**src/rtl/i2c_master_arbiter.sv**
```systemverilog
// Round-robin arbiter that lends one i2c_master to NUM_REQ local requesters,
// one single-register transaction at a time, with start/transfer timeouts.
module i2c_master_arbiter #(
  parameter int NUM_REQ       = 4,
  parameter int START_TIMEOUT = 64,
  parameter int XFER_TIMEOUT  = 65535
) (
  input  logic                  clk,
  input  logic                  reset,
  input  logic [NUM_REQ-1:0]    req,
  input  logic [NUM_REQ-1:0]    req_rw,
  input  logic [7*NUM_REQ-1:0]  req_chip_addr,
  input  logic [8*NUM_REQ-1:0]  req_reg_addr,
  input  logic [16*NUM_REQ-1:0] req_wdata,
  output logic [NUM_REQ-1:0]    gnt,
  output logic [NUM_REQ-1:0]    rsp_valid,
  output logic [15:0]           rsp_rdata,
  output logic [3:0]            rsp_status,
  output logic [6:0]            m_chip_addr,
  output logic [7:0]            m_reg_addr,
  output logic [15:0]           m_data_in,
  output logic                  m_write_en,
  output logic                  m_read_en,
  input  logic                  m_busy,
  input  logic [3:0]            m_status,
  input  logic [15:0]           m_data_out
);
  localparam int IW   = (NUM_REQ > 1) ? $clog2(NUM_REQ) : 1;
  localparam int TMAX = (START_TIMEOUT > XFER_TIMEOUT) ? START_TIMEOUT : XFER_TIMEOUT;
  localparam int TW   = $clog2(TMAX + 1);

  typedef enum logic [2:0] {IDLE, ISSUE, WAIT_START, WAIT_DONE, RESP} state_t;

  typedef struct packed {
    logic        rw;
    logic [6:0]  chip;
    logic [7:0]  regad;
    logic [15:0] wdata;
  } xfer_t;

  state_t          state, next_state;
  xfer_t           pick_x, cur_x;
  logic [IW-1:0]   last_grant, cur_idx, pick, idx;
  logic            pick_vld;
  logic [TW-1:0]   timer;
  logic            start_to, xfer_to;
  logic            busy_q;
  logic [3:0]      status_q;
  logic [15:0]     dout_q;

  // Master outputs are registered once so busy/status/data are seen together.
  always_ff @(posedge clk) begin
    if (!reset) begin
      busy_q   <= 1'b0;
      status_q <= 4'h0;
      dout_q   <= 16'h0;
    end else begin
      busy_q   <= m_busy;
      status_q <= m_status;
      dout_q   <= m_data_out;
    end
  end

  // Scan from last_grant+1 with wrap-around; the first set request wins.
  always_comb begin
    pick     = '0;
    pick_vld = 1'b0;
    idx      = '0;
    for (int k = 1; k <= NUM_REQ; k++) begin
      idx = IW'((int'(last_grant) + k) % NUM_REQ);
      if (!pick_vld && req[idx]) begin
        pick     = idx;
        pick_vld = 1'b1;
      end
    end
  end

  always_comb begin
    pick_x       = '0;
    pick_x.rw    = req_rw[pick];
    pick_x.chip  = req_chip_addr[7*int'(pick) +: 7];
    pick_x.regad = req_reg_addr[8*int'(pick) +: 8];
    pick_x.wdata = req_wdata[16*int'(pick) +: 16];
  end

  assign start_to = (timer == TW'(START_TIMEOUT));
  assign xfer_to  = (timer == TW'(XFER_TIMEOUT));

  always_ff @(posedge clk) begin
    if (!reset) state <= IDLE;
    else        state <= next_state;
  end

  always_comb begin
    next_state = state;
    case (state)
      IDLE:       if (pick_vld && !busy_q) next_state = ISSUE;
      ISSUE:      next_state = WAIT_START;
      WAIT_START: begin
        if (busy_q)        next_state = WAIT_DONE;
        else if (start_to) next_state = RESP;
      end
      WAIT_DONE:  if (!busy_q || xfer_to) next_state = RESP;
      RESP:       next_state = IDLE;
      default:    next_state = IDLE;
    endcase
  end

  always_comb begin
    m_write_en = 1'b0;
    m_read_en  = 1'b0;
    rsp_valid  = '0;
    case (state)
      ISSUE: begin
        m_write_en = !cur_x.rw;
        m_read_en  = cur_x.rw;
      end
      RESP:    rsp_valid = gnt;
      default: ;
    endcase
  end

  assign m_chip_addr = cur_x.chip;
  assign m_reg_addr  = cur_x.regad;
  assign m_data_in   = cur_x.wdata;

  always_ff @(posedge clk) begin
    if (!reset) begin
      cur_x      <= '0;
      cur_idx    <= '0;
      gnt        <= '0;
      last_grant <= IW'(NUM_REQ - 1);
      timer      <= '0;
      rsp_rdata  <= 16'h0;
      rsp_status <= 4'h0;
    end else begin
      case (state)
        IDLE: begin
          timer <= '0;
          if (next_state == ISSUE) begin
            cur_x   <= pick_x;
            cur_idx <= pick;
            gnt     <= {{(NUM_REQ-1){1'b0}}, 1'b1} << pick;
          end
        end
        ISSUE: timer <= '0;
        WAIT_START: begin
          timer <= busy_q ? '0 : timer + 1'b1;
          if (!busy_q && start_to) begin
            rsp_status <= 4'hE;
            rsp_rdata  <= 16'h0;
          end
        end
        WAIT_DONE: begin
          timer <= timer + 1'b1;
          if (!busy_q) begin
            rsp_status <= status_q;
            rsp_rdata  <= cur_x.rw ? dout_q : 16'h0;
          end else if (xfer_to) begin
            rsp_status <= 4'hF;
            rsp_rdata  <= 16'h0;
          end
        end
        RESP: begin
          gnt        <= '0;
          last_grant <= cur_idx;
        end
        default: ;
      endcase
    end
  end

endmodule

```
**config.mk**
```make
export PLATFORM = sky130hd
export DESIGN_NAME = i2c_master_arbiter
export DESIGN_NICKNAME = d
export VERILOG_FILES = /design/src/rtl/i2c_master_arbiter.sv
export SDC_FILE = /design/constraint.sdc
export NUM_CORES = 1
export LEC_CHECK = 0
export ABC_AREA = 1
export BUFFER_PORTS_ARGS = -buffer_cell sky130_fd_sc_hd__buf_4
export CAP_MARGIN = 15
export CORE_MARGIN = 5
export CORE_UTILIZATION = 54
export CTS_BUF_LIST = sky130_fd_sc_hd__clkbuf_16
export DETAILED_ROUTE_END_ITERATION = 8
export PLACE_DENSITY_LB_ADDON = 0.2
export SYNTH_ARGS = -nofsm -noshare
export SYNTH_HDL_FRONTEND = slang
export SYNTH_SLANG_ARGS = --single-unit
```
**constraint.sdc**
```tcl
create_clock -name clk -period 4 [get_ports clk]
set_input_delay 0.4 -clock clk [delete_from_list [all_inputs] [get_ports clk]]
set_output_delay 0.4 -clock clk [all_outputs]
set_load 0.005 [all_outputs]
```
### After elaboration in Yosys (flattened, before gate mapping)

Cells that the tools add are included.

* register bits: 100
* input port bits: 155
* output and inout bits: 61
* logic and storage cells: 97

* $add $sub $neg: 5
* multiply operators: 1
* magnitude comparators: 5
* equal/unequal tests: 10
* shifts and indexed selects: 4
* muxes and demuxes: 39
* reductions and logical operators: 19

Operator list (number)
* 16-bit 2-to-1 mux: 5
* 64-bit by 7-bit variable part select with 16-bit output: 1
* 16-bit one-hot mux with 3 select lines: 1
* 16-bit one-hot mux with 2 select lines: 1
* 32-bit by 6-bit variable part select with 8-bit output: 1
* 28-bit by 6-bit variable part select with 7-bit output: 1
* 4-bit 2-to-1 mux: 5
* 16-bit by 1-bit adder with 16-bit output (second input constant): 1
* 16-bit equality test (second input constant): 1
* 16-bit by 7-bit equality test with 1-bit output (second input constant): 1
* 4-bit one-hot mux with 2 select lines: 2
* 2-bit by 3-bit less-than comparator with 1-bit output (second input constant): 5
* 3-bit 2-to-1 mux: 4
* 3-bit one-hot mux with 4 select lines: 1
* 1-bit 2-to-1 mux: 11
* 1-bit binary-select mux with 2-bit select: 5
* 2-bit 2-to-1 mux: 4
* 3-bit by 1-bit equality test with 1-bit output (second input constant): 2
* 3-bit by 2-bit equality test with 1-bit output (second input constant): 2
* 1-bit logical AND: 5
* 1-bit zero test: 5
* 3-bit by 2-bit multiplier with 5-bit output (first input constant): 1
* 2-bit by 1-bit adder with 2-bit output (second input constant): 2
* 2-bit adder (second input constant): 2
* other kinds (11): 14

### Depth between registers and ports, before layout

Gate-level depths: netlist of run 1.

* depth in word-level cells: 19
* mapped depth: 18
* depth with buffers taken out: 15

### Worst setup path after synthesis of run 1

Ideal clock, no wire load.

* kind: register to register
* start: register last_grant[1]
* end: register cur_x, in the netlist m_data_in[14]
* setup time: 109 ps
* arrival time: 1666 ps
* required time: 3891 ps
* setup slack: 2225 ps
* stages on the path, launching flop included: 17
* buffers on the path: 3
* period minus slack after synthesis: 1775 ps
* cell sequence: dfxtp_1 -> clkbuf_2 -> inv_2 -> nand2_1 -> nand2_1 -> nand2_1 -> nand2_2 -> nor2_4 -> nand3_1 -> nand2_1 -> nand2_2 -> buf_6 -> buf_6 -> nand3_1 -> nand3_1 -> nand2_1 -> inv_1

* longest elaborated chain between the ends: 18
* elaborated cells on any way between the ends: 32
* classes of those cells: add/sub: 4; eq/ne: 1; shift: 1; mux: 18; reduce/logical: 8

Ends and longest elaborated chain
* start, declared: RTL line 43 `logic [IW-1:0] last_grant, cur_idx, pick, idx;`
* start signal, assigned: RTL line 132 `last_grant <= IW'(NUM_REQ - 1);`
* start signal, assigned: RTL line 166 `last_grant <= cur_idx;`
* parallel branches: the longest is 18 deep, another holds 2-bit by 1-bit adder with 2-bit output
* end signal, assigned: RTL line 141 `cur_x <= pick_x;`
* end, declared: RTL line 42 `xfer_t pick_x, cur_x;`

Several ways; the timed one is not identified. The select of a mux whose other input is x is not followed.
A chain may end at the register's enable or synchronous reset.

### Final worst setup path of run 1

* start: register last_grant[0]
* end: register cur_x, in the netlist m_data_in[11]

The elaborated chain is that of the path after synthesis.

==> results of run 1 <==
final timing paths:
kind                                    start  slack, ns            end  cells past startpoint
worst max-delay path            last_grant[0]       1.37  m_data_in[11]                     15
worst min-delay path            m_data_out[4]       0.22      dout_q[4]                      3
worst max register to register  last_grant[0]       1.37  m_data_in[11]                     15
worst min register to register     dout_q[10]       0.44  rsp_rdata[10]                      2
kinds of logic (layout without fill, tap and decap cells):
logic type               count (synthesis)  count (layout)  share of synthesized area, %
flip-flops                             100             100                          35.2
adder cells (fa/ha/maj)                  2               2                         0.440
XOR/XNOR                                 2               2                         0.308
AND/OR/NAND/NOR                        526             526                          39.2
buffers and inverters                  232             392                          18.7
AO/OA/AOI/OAI                           61              61                          6.05
worst max-delay path, cell delays in order, from the launching register on:
cell,delay (ns)
dfxtp_1,0.45
inv_2,0.13
nand2_1,0.08
nand2_1,0.08
nand2_1,0.07
nand2_1,0.09
nand2_1,0.08
nand2_1,0.08
nor2_1,0.12
nand2_2,0.07
nand2_2,0.59
buf_4,0.38
nand2_1,0.07
nand2_1,0.08
o21ai_1,0.08
nor2_1,0.12
registers in the layout, indices dropped and copies added (netlist names), 3 cells and up:
signal,flops
dout_q,16
m_data_in,16
rsp_rdata,16
timer,16
m_reg_addr,8
m_chip_addr,7
gnt,4
rsp_status,4
status_q,4
state,3
through the flow:
step	instance area, µm²	total power [mW]
final	7350	2.61
after global routing	7350	2.76
after CTS	7350	2.62
after detailed placement	7030	1.75
after global placement	7030	1.74
after floorplan	5690	1.54
layer usage:
metal / GRT usage (%) / wire length, µm / up-vias
met5: 0 / 0 / -
met4: 8.25 / 367 / 0
met3: 7.44 / 1440 / 26
met2: 40.8 / 7550 / 210
met1: 29.5 / 6510 / 2707
li1: - / - / 3113
synth_stat cells, drive strengths merged:
library cell,number,area share (%)
o21ai,15,1.3
nor3b,2,0.26
nor4,6,0.66
a211oi,1,0.13
o21a,2,0.26
nor3,6,0.62
xor2,1,0.15
clkbuf,14,0.95
xnor2,1,0.15
dfxtp,100,35
buf,62,7.5
nand3,149,13
clkinv,2,0.13
a21oi,38,3.6
inv,154,10
nand4,3,0.33
a2111oi,1,0.15
nand2,238,16
nor2,122,8.4
o21ba,1,0.18
ha,2,0.44
o211ai,3,0.40
layout make-up:
class	instances	area, µm²	share of cell area [%]
inverters	156	586	7.97
clock inverters	7	88.8	1.21
well taps	136	170	2.32
multi-input cells	591	2630	35.7
clock buffers	9	225	3.06
repair buffers	220	1650	22.5
flip-flops and latches	100	2000	27.2
report_power, final:
part	total, mW	switching (mW)	leakage (nW)	internal (mW)
sequential	1.12	0.0453	0.821	1.07
combinational	0.606	0.317	3.02	0.289
clock	0.885	0.435	0.152	0.451
total	2.61	0.796	4.00	1.81
==> impl_results.rst, run 1 <==
.. list-table::
   :header-rows: 1

   * - Metric
     - Value
   * - Post-layout worst setup margin
     - 1.37 ns
   * - Required time of the critical path
     - 4.28 ns
   * - Number of H-tree levels
     - 3
   * - Detail-routed net length per standard cell
     - 13.0 µm
   * - Wire length of the first global-routing pass
     - 25.8 mm
   * - Worst-case clock buffer depth
     - 2
   * - Area Growth Syn to Fin
     - 29.2%
   * - Skew final
     - 0.0139 ns
   * - Min Tclk post-route
     - 2.63 ns
   * - Most used cells in the layout excluding fill and tap cells
     - 233 x nand2_1, 220 x buf_4, 149 x inv_1
   * - TritonCTS clock tree
     - done
   * - Number of optimization iterations in the first detailed-route pass
     - 5
   * - Proportion of synthesized chip area in sequential cells
     - a little over a third
   * - Synthesis-stage register bit count
     - 100
   * - Crit end category
     - register
   * - DRC
     - 0
   * - Worst-margin pin slew
     - approximately 1.1 ns
   * - Placer's final routability congestion estimate
     - 0.871
   * - TritonCTS buffer count
     - 9
   * - Clk_lat worst skew
     - 0.35 ns
   * - Unrepaired setup endpoints after global routing
     - no
   * - Hold_ws
     - 0.223 ns
   * - Setup Crit Path Kind
     - register to register
   * - Post-Syn Area per Cell
     - 6.16 µm²
   * - Worst slew slack as a fraction of its limit
     - 28.9%
   * - Port-buffer cells
     - 215
   * - Post-synth design cell area
     - 5690 µm²
   * - Classification of the worst-slack hold path
     - primary input to register
   * - CTS Root Cell
     - clkbuf_16
   * - Number of nets in the finished design
     - 1235
   * - Total Negative Setup Slacks
     - 0 ns
   * - Gr ovfl total
     - 0
   * - # clock sinks
     - 100
   * - Hold_buf cts
     - 0
   * - Power density of the placed cells
     - 355 nW/µm²
   * - Static Leak
     - 4.00 nW
   * - Number of vias per cell
     - a little under 5
   * - Ys Warns
     - 0
   * - All-Layer GR Usage
     - about a quarter
   * - Final count of negative-setup-slack endpoints
     - 0
   * - Clock edge transition at the registers on the reported setup and hold paths
     - 0.08 ns
   * - DRT antenna net count
     - 0
   * - F_max
     - between 300 and 400 MHz
   * - DRT Wirelength
     - 15.9 mm
   * - Die width
     - approximately 110 µm
   * - Run status
     - finished, final reports clean
   * - Chip Height
     - 113 µm
   * - Final worst path period share
     - 65.8%
   * - Critical Path Source Type
     - register
   * - Starting density of the core
     - between 50% and 60%
   * - ANT cells
     - 0
   * - Max capacitance violation total
     - 0
   * - Via count of the first global-routing pass
     - about 5600
   * - Row count
     - 37
   * - DRC violation total after the first TritonRoute iteration
     - 335
   * - Quantity of gates resized following cts
     - 0
   * - Detailed-route via count
     - a little over 6000
   * - Placeable core region
     - between 10000 and 15000 µm²
   * - Non-filler instance count after layout
     - 1219
   * - Detailed Place HPWL
     - 11.5 mm
   * - Core utilization of the finished layout
     - between 70% and 80%
   * - CP Max Fanout
     - 44
   * - Synthesized netlist cell count
     - 923
   * - Number of buffers added for setup after CTS
     - 0
   * - Number of antenna violations at the first check in global routing
     - 0
   * - Largest net degree at the start of global routing
     - 66
   * - Number of distinct library cell variants in the gate-level netlist after synthesis
     - 35
   * - Fraction of layout instances using a drive strength above 1
     - between 20% and 30%
   * - Total instance count after detailed placement
     - 1203
   * - Number of ports placed on the die boundary
     - between 200 and 250
   * - Hold Fails Final Rpt
     - 0
   * - Die ar.
     - 12700 µm²
   * - Number of nets produced by synthesis
     - between 1000 and 1500
   * - Peak VDD IR
     - 0.226 mV
   * - Final-layout fill cell count
     - 987
   * - Max-slew violation total from the final report
     - 0
   * - Arrival time of the worst setup path
     - 2.91 ns
   * - Most frequent standard cell in the layout excluding fill and tap cells
     - nand2_1
   * - Worst setup timing slack at the placement stage
     - 1.41 ns
Note: power is estimated with default switching activity, not from simulation.
==> run 2, diff against run 1 <==
- CORE_UTILIZATION: 54 -> 50
- clock period: 4 -> 2.66 ns (I/O delays scaled with it)
==> run 2 against run 1 <==
Net effect: sequential cell count did not move; final cell count increased by 1.2%; global-route usage shrank 1.6 points; hold slack got worse by 0.12 ns; clock skew barely moved; clock power grew 49%; die area up 7.3%; critical path depth shrank 7; total power is 51% higher; utilization fell by 5.3 points; design area increased by 1.5%; non-clock buffer count grew 8.
==> impl_results.rst, run 2 (synthesis results as in run 1) <==
.. list-table::
   :header-rows: 1

   * - Metric
     - Value
   * - Run status
     - finished, final reports clean (unchanged)
   * - Number of vias per cell
     - 4.81 (was 4.97)
   * - Placeable core region
     - 11300 µm² (was 10300 µm²)
   * - Max capacitance violation total
     - 0 (unchanged)
   * - Row count
     - 39 (was 37)
   * - F_max
     - 464 MHz (was 380 MHz)
   * - Starting density of the core
     - 50.4% (was 55.3%)
   * - Met2 Usage GRT
     - 38.6% (was 40.8%)
   * - Number of optimization iterations in the first detailed-route pass
     - 5 (unchanged)
   * - Arrival time of the worst setup path
     - 2.44 ns (was 2.91 ns)
   * - Detailed Place HPWL
     - 11.3 mm (was 11.5 mm)
   * - CTS Root Cell
     - clkbuf_16 (unchanged)
   * - Detail-routed net length per standard cell
     - 12.5 µm (was 13.0 µm)
   * - Non-filler instance count after layout
     - 1234 (was 1219)
   * - DRT Wirelength
     - 15.4 mm (was 15.9 mm)
   * - Min Tclk post-route
     - 2.15 ns (was 2.63 ns)
   * - Die width
     - 117 µm (was 113 µm)
   * - DRT antenna net count
     - 0 (unchanged)
   * - Classification of the worst-slack hold path
     - primary input to register (unchanged)
   * - Fraction of layout instances using a drive strength above 1
     - 24.0% (was 23.5%)
   * - Chip Height
     - 117 µm (was 113 µm)
   * - Worst-margin pin slew
     - 0.629 ns (was 1.06 ns)
   * - Placed Area
     - 7130 µm² (was 7030 µm²)
   * - Critical Path Source Type
     - register (unchanged)
   * - Largest net degree at the start of global routing
     - 66 (unchanged)
   * - TritonCTS clock tree
     - done (unchanged)
   * - # clock sinks
     - 100 (unchanged)
   * - Met1 GRT Util
     - 28.1% (was 29.5%)
   * - ANT cells
     - 0 (unchanged)
   * - Hold_buf cts
     - 0 (unchanged)
   * - Clk_lat worst skew
     - 0.34 ns (was 0.35 ns)
   * - Final worst path period share
     - 81.0% (was 65.8%)
   * - Unrepaired setup endpoints after global routing
     - no (unchanged)
   * - Die ar.
     - 13600 µm² (was 12700 µm²)
   * - Port-buffer cells
     - 215 (unchanged)
   * - Final-layout fill cell count
     - 1057 (was 987)
   * - Crit end category
     - register (unchanged)
   * - Worst-case clock buffer depth
     - 2 (unchanged)
   * - CP Max Fanout
     - 9 (was 44)
   * - Static Leak
     - 4.05 nW (was 4.00 nW)
   * - Launch point of the worst hold path
     - m_data_out[9] (was m_data_out[4])
   * - Number of antenna violations at the first check in global routing
     - 0 (unchanged)
   * - Most frequent standard cell in the layout excluding fill and tap cells
     - nand2_1 (unchanged)
   * - Total instance count after detailed placement
     - 1217 (was 1203)
   * - Area Growth Syn to Fin
     - 31.2% (was 29.2%)
   * - Total Negative Setup Slacks
     - 0 ns (unchanged)
   * - Via count of the first global-routing pass
     - 5478 (was 5589)
   * - GRT Max-Usage Layer
     - met2 (unchanged)
   * - Detailed-route via count
     - 5931 (was 6056)
   * - Setup Crit Path Kind
     - register to register (unchanged)
   * - Required time of the critical path
     - 2.95 ns (was 4.28 ns)
   * - Critical register-to-register path startpoint
     - state[2] (was last_grant[0])
   * - All-Layer GR Usage
     - 22.7% (was 24.3%)
   * - DRC violation total after the first TritonRoute iteration
     - 340 (was 335)
   * - Gr ovfl total
     - 0 (unchanged)
   * - Peak VDD IR
     - 0.350 mV (was 0.226 mV)
   * - Placer's final routability congestion estimate
     - 0.880 (was 0.871)
   * - Wire length of the first global-routing pass
     - 25.2 mm (was 25.8 mm)
   * - Met3 global-route usage
     - 7.20% (was 7.44%)
   * - Final count of negative-setup-slack endpoints
     - 0 (unchanged)
   * - Number of nets in the finished design
     - 1243 (was 1235)
   * - Max-slew violation total from the final report
     - 0 (unchanged)
   * - Hold Fails Final Rpt
     - 0 (unchanged)
   * - Number of ports placed on the die boundary
     - 216 (unchanged)
   * - Number of H-tree levels
     - 3 (unchanged)
   * - Worst slew slack as a fraction of its limit
     - 58.1% (was 28.9%)
   * - Clock edge transition at the registers on the reported setup and hold paths
     - 0.08 ns (about the same)
   * - Number of buffers added for setup after CTS
     - 0 (unchanged)
   * - TritonCTS buffer count
     - 9 (unchanged)
   * - Source of the critical timing path
     - state[2] (was last_grant[0])
   * - Quantity of gates resized following cts
     - 0 (unchanged)
   * - Skew final
     - 0.0139 ns (about the same)
   * - DRC
     - 0 (unchanged)
   * - Most used cells in the layout excluding fill and tap cells
     - 233 x nand2_1, 224 x buf_4, 149 x inv_1 (was 233 x nand2_1, 220 x buf_4, 149 x inv_1)
   * - Area of all placed cells without fillers
     - 7460 µm² (was 7350 µm²)
   * - Power density of the placed cells
     - 526 nW/µm² (was 355 nW/µm²)
[run 2: cell count changes in the layout (fill, tap and decap cells not counted)]
| cell | delta |
|---|---|
| buf_6 | +1 |
| inv_8 | -2 |
| buf_12 | +3 |
| inv_6 | +1 |
| clkinv_8 | +1 |
| buf_4 | +4 |
[run 2: metrics by stage]
stage          power, mW  setup slack [ns]  hold slack [ns]  util [%]
3_5_place_dp        2.65             0.522            0.439      63.3
2_1_floorplan       2.31             0.885            0.359         -
6_report            3.92             0.506           0.0995      66.2
5_1_grt             4.16             0.200           0.0861      66.2
3_3_place_gp        2.64             0.585            0.433      63.3
4_1_cts             3.97             0.511           0.0926      66.1
[run 2: report_power, final]
group          total (mW)  internal, mW  switching [mW]
registers            1.67          1.61          0.0627
clock network        1.32         0.675           0.640
logic               0.937         0.454           0.483
[run 2: critical path: stages (launching register included)]
cell and delay, ns:
dfxtp_1 0.31, clkinv_1 0.17, nand3_1 0.15, o21ai_0 0.25, nor2_1 0.09, nor2_1 0.39
clkinv_1 0.40, a21oi_1 0.22, o21a_1 0.13
[run 2: area by class of cell]
type / instances / area (µm²) / area share, %
multi-input cells: 591 / 2630 / 35.2
flip-flops and latches: 100 / 2000 / 26.8
repair buffers: 228 / 1750 / 23.5
inverters: 156 / 586 / 7.85
clock buffers: 9 / 225 / 3.02
well taps: 143 / 179 / 2.40
clock inverters: 7 / 91.3 / 1.22
[run 2: path summary, 6_finish.rpt]
| check | endpoint | slack, ns | cells past startpoint |
|---|---|---|---|
| worst min register to register | rsp_rdata[1] | 0.45 | 2 |
| worst min-delay path | dout_q[9] | 0.1 | 3 |
| worst max register to register | timer[14] | 0.51 | 8 |
| worst max-delay path | timer[14] | 0.51 | 8 |
[run 2: per-layer routing]
metal  wire length [µm]  share of wire, %
met3               1520               9.8
met2               7200                47
met4                238               1.5
met5                  0                 0
met1               6470                42
==> run 3, diff against run 2 <==
- clock period: 2.66 -> 2 ns (I/O delays scaled with it)
==> run 3 against run 2 <==
Net effect: the run now ends with setup timing left; critical path depth grew 8; hold slack lost 0.075 ns; setup slack lost 0.59 ns; largest cell class unchanged.
==> impl_results.rst, run 3 (synthesis results as in run 1) <==
.. list-table::
   :header-rows: 1

   * - Metric
     - Value
   * - Run status
     - finished, violations left (was finished, final reports clean)
   * - Failing checks
     - setup timing
   * - # clock sinks
     - 100 (unchanged)
   * - Fraction of layout instances using a drive strength above 1
     - 34.6% (was 24.0%)
   * - TritonCTS buffer count
     - 9 (unchanged)
   * - Worst setup timing slack at the placement stage
     - 0.0276 ns (was 0.522 ns)
   * - Skew final
     - 0.00895 ns (was 0.0139 ns)
   * - Final count of negative-setup-slack endpoints
     - 16 (was 0)
   * - Gr ovfl total
     - 0 (unchanged)
   * - Number of H-tree levels
     - 3 (unchanged)
   * - Cell breakdown of the critical path
     - buf_6 > nand2_2 > nand2_2 > nand2_2 > nand2_4 > inv_2 > nand2_4 > nor2_4 > nand2_8 > nand2_8 > clkbuf_16 > nand2_1 > nand3_1 > nand3_1 > nand2_1 > inv_1 (was clkinv_1 > nand3_1 > o21ai_0 > nor2_1 > nor2_1 > clkinv_1 > a21oi_1 > o21a_1)
   * - Detail-routed net length per standard cell
     - 15.2 µm (was 12.5 µm)
   * - Largest net degree at the start of global routing
     - 65 (was 66)
   * - CTS Root Cell
     - clkbuf_16 (unchanged)
   * - Placeable core region
     - 11300 µm² (unchanged)
   * - Number of antenna violations at the first check in global routing
     - 0 (unchanged)
   * - Crit path max-delay cell type
     - dfxtp_4 (was clkinv_1)
   * - Min Tclk post-route
     - 2.08 ns (was 2.15 ns)
   * - Detailed Place HPWL
     - 11.5 mm (was 11.3 mm)
   * - Setup Crit Path Kind
     - register to register (unchanged)
   * - Area Growth Syn to Fin
     - 49.5% (was 31.2%)
   * - Worst-case clock buffer depth
     - 2 (unchanged)
   * - Die ar.
     - 13600 µm² (unchanged)
   * - Starting density of the core
     - 50.4% (unchanged)
   * - Final worst path period share
     - 104% (was 81.0%)
   * - Static Leak
     - 4.47 nW (was 4.05 nW)
   * - Die width
     - 117 µm (unchanged)
   * - Reg-to-reg setup timing slack
     - -0.08 ns (was 0.51 ns)
   * - Placer's final routability congestion estimate
     - 0.903 (was 0.880)
   * - F_max
     - 480 MHz (was 464 MHz)
   * - Post-layout worst setup margin
     - -0.0837 ns (was 0.506 ns)
   * - DRT Wirelength
     - 19.4 mm (was 15.4 mm)
   * - DRC
     - 0 (unchanged)
   * - Hold Fails Final Rpt
     - 0 (unchanged)
   * - CP Max Fanout
     - 6 (was 9)
   * - Total instance count after detailed placement
     - 1228 (was 1217)
   * - Most frequent standard cell in the layout excluding fill and tap cells
     - buf_4 (was nand2_1)
   * - Arrival time of the worst setup path
     - 2.33 ns (was 2.44 ns)
   * - DRC violation total after the first TritonRoute iteration
     - 550 (was 340)
   * - Placed Area
     - 7280 µm² (was 7130 µm²)
   * - Most used cells in the layout excluding fill and tap cells
     - 231 x buf_4, 183 x nand2_1, 147 x inv_1 (was 233 x nand2_1, 224 x buf_4, 149 x inv_1)
   * - Hold_ws
     - 0.0245 ns (was 0.0995 ns)
   * - Depth of the most critical reg-to-reg path
     - 16 (was 8)
   * - Row count
     - 39 (unchanged)
   * - Peak VDD IR
     - 0.434 mV (was 0.350 mV)
   * - Unrepaired setup endpoints after global routing
     - yes (was no)
   * - All-Layer GR Usage
     - 22.8% (was 22.7%)
   * - Max-slew violation total from the final report
     - 0 (unchanged)
   * - Cell repeated most along the worst path
     - nand2_2
   * - Crit end category
     - register (unchanged)
   * - Final-layout fill cell count
     - 899 (was 1057)
   * - Worst slew slack as a fraction of its limit
     - 55.7% (was 58.1%)
   * - Number of vias per cell
     - 5.10 (was 4.81)
   * - Endpoint of the worst hold path
     - dout_q[4] (was dout_q[9])
   * - Critical register-to-register path startpoint
     - last_grant[0] (was state[2])
   * - Critical Path Source Type
     - register (unchanged)
   * - Clock edge transition at the registers on the reported setup and hold paths
     - 0.08 ns (about the same)
   * - Max capacitance violation total
     - 0 (unchanged)
   * - Area of all placed cells without fillers
     - 8500 µm² (was 7460 µm²)
   * - Cell depth of the worst min-delay path
     - 3 (unchanged)
   * - Worst-margin pin slew
     - 0.663 ns (was 0.629 ns)
   * - Worst R2R End
     - m_data_in[6] (was timer[14])
   * - ANT cells
     - 0 (unchanged)
   * - Chip Height
     - 117 µm (unchanged)
   * - Via count of the first global-routing pass
     - 5553 (was 5478)
   * - Number of optimization iterations in the first detailed-route pass
     - 6 (was 5)
   * - CP max stage delay
     - 0.37 ns (was 0.40 ns)
   * - Detailed-route via count
     - 6477 (was 5931)
   * - Wire length of the first global-routing pass
     - 25.4 mm (was 25.2 mm)
   * - Total Negative Setup Slacks
     - -0.557 ns (was 0 ns)
   * - Number of nets in the finished design
     - 1279 (was 1243)
   * - Clk_lat worst skew
     - 0.35 ns (was 0.34 ns)
   * - Port-buffer cells
     - 215 (unchanged)
   * - Number of ports placed on the die boundary
     - 216 (unchanged)
   * - Launch point of the worst hold path
     - m_data_out[4] (was m_data_out[9])
   * - DRT antenna net count
     - 0 (unchanged)
   * - Required time of the critical path
     - 2.25 ns (was 2.95 ns)
   * - Power density of the placed cells
     - 660 nW/µm² (was 526 nW/µm²)
   * - Non-filler instance count after layout
     - 1270 (was 1234)
   * - Classification of the worst-slack hold path
     - primary input to register (unchanged)
   * - TritonCTS clock tree
     - done (unchanged)
run 3: cell types whose count changed in the layout (fill, tap and decap cells not counted), moves of 6 or more:
cell and change:
nand3_1 -29, nor2_1 -6, clkbuf_16 +11, nand2_1 -50, nand3_2 +28, nand2_2 +37
buf_6 +7, nand2_4 +11, buf_12 +7, buf_4 +7
run 3: repair_timing:
item | in CTS | in global routing
cloned | 0 | 21
resized for setup | 1 | 127
setup buffers | 0 | 5
pin swaps | 0 | 45
endpoints found under the setup margin | 3 | 56
hold buffers | 0 | 0
run 3: per-stage QoR:
stage	utilization (%)	total power, mW
detailed placement	64.6	3.56
CTS	67.4	5.34
global placement	64.6	3.55
global route	75.4	5.88
finish	75.4	5.61
floorplan	-	3.08
run 3: routing by layer:
metal | wire length [µm] | vias to the layer above | global-route usage, %
li1 | - | 3210 | -
met1 | 7360 | 2881 | 27.6
met2 | 9230 | 325 | 39.3
met3 | 2130 | 61 | 6.37
met4 | 639 | 0 | 7.34
met5 | 0 | - | 0
run 3: layout make-up:
class / instances / area (µm²) / area share (%)
repair buffers: 262 / 2330 / 27.4
well taps: 143 / 179 / 2.11
clock inverters: 7 / 93.8 / 1.10
flip-flops and latches: 100 / 2010 / 23.6
clock buffers: 9 / 225 / 2.65
inverters: 156 / 593 / 6.98
multi-input cells: 593 / 3070 / 36.1
run 3: how the worst max path moves through the flow:
stage | slack (ns) | cells after the start | to | from
detailed placement | 0.03 | 14 | m_chip_addr[6] | last_grant[1]
floorplan | 0.23 | 16 | m_data_in[14] | last_grant[1]
finish | -0.08 | 16 | m_data_in[6] | last_grant[0]
global placement | 0.08 | 15 | m_data_in[2] | last_grant[1]
CTS | 0.05 | 15 | m_chip_addr[6] | last_grant[0]
global route | -0.18 | 16 | m_data_in[6] | last_grant[0]
run 3: power by group:
| group | switching [mW] | internal, mW | total [mW] |
|---|---|---|---|
| sequential | 0.0901 | 2.14 | 2.23 |
| clock | 0.880 | 0.903 | 1.78 |
| combinational | 0.806 | 0.792 | 1.60 |
| total | 1.78 | 3.83 | 5.61 |
run 3: worst max-delay path, delay by kind of cell, from the launching register on:
| family | cells | cell delay [ns] |
|---|---|---|
| simple gates | 12 | 1.18 |
| flops | 1 | 0.37 |
| buf+inv | 4 | 0.43 |
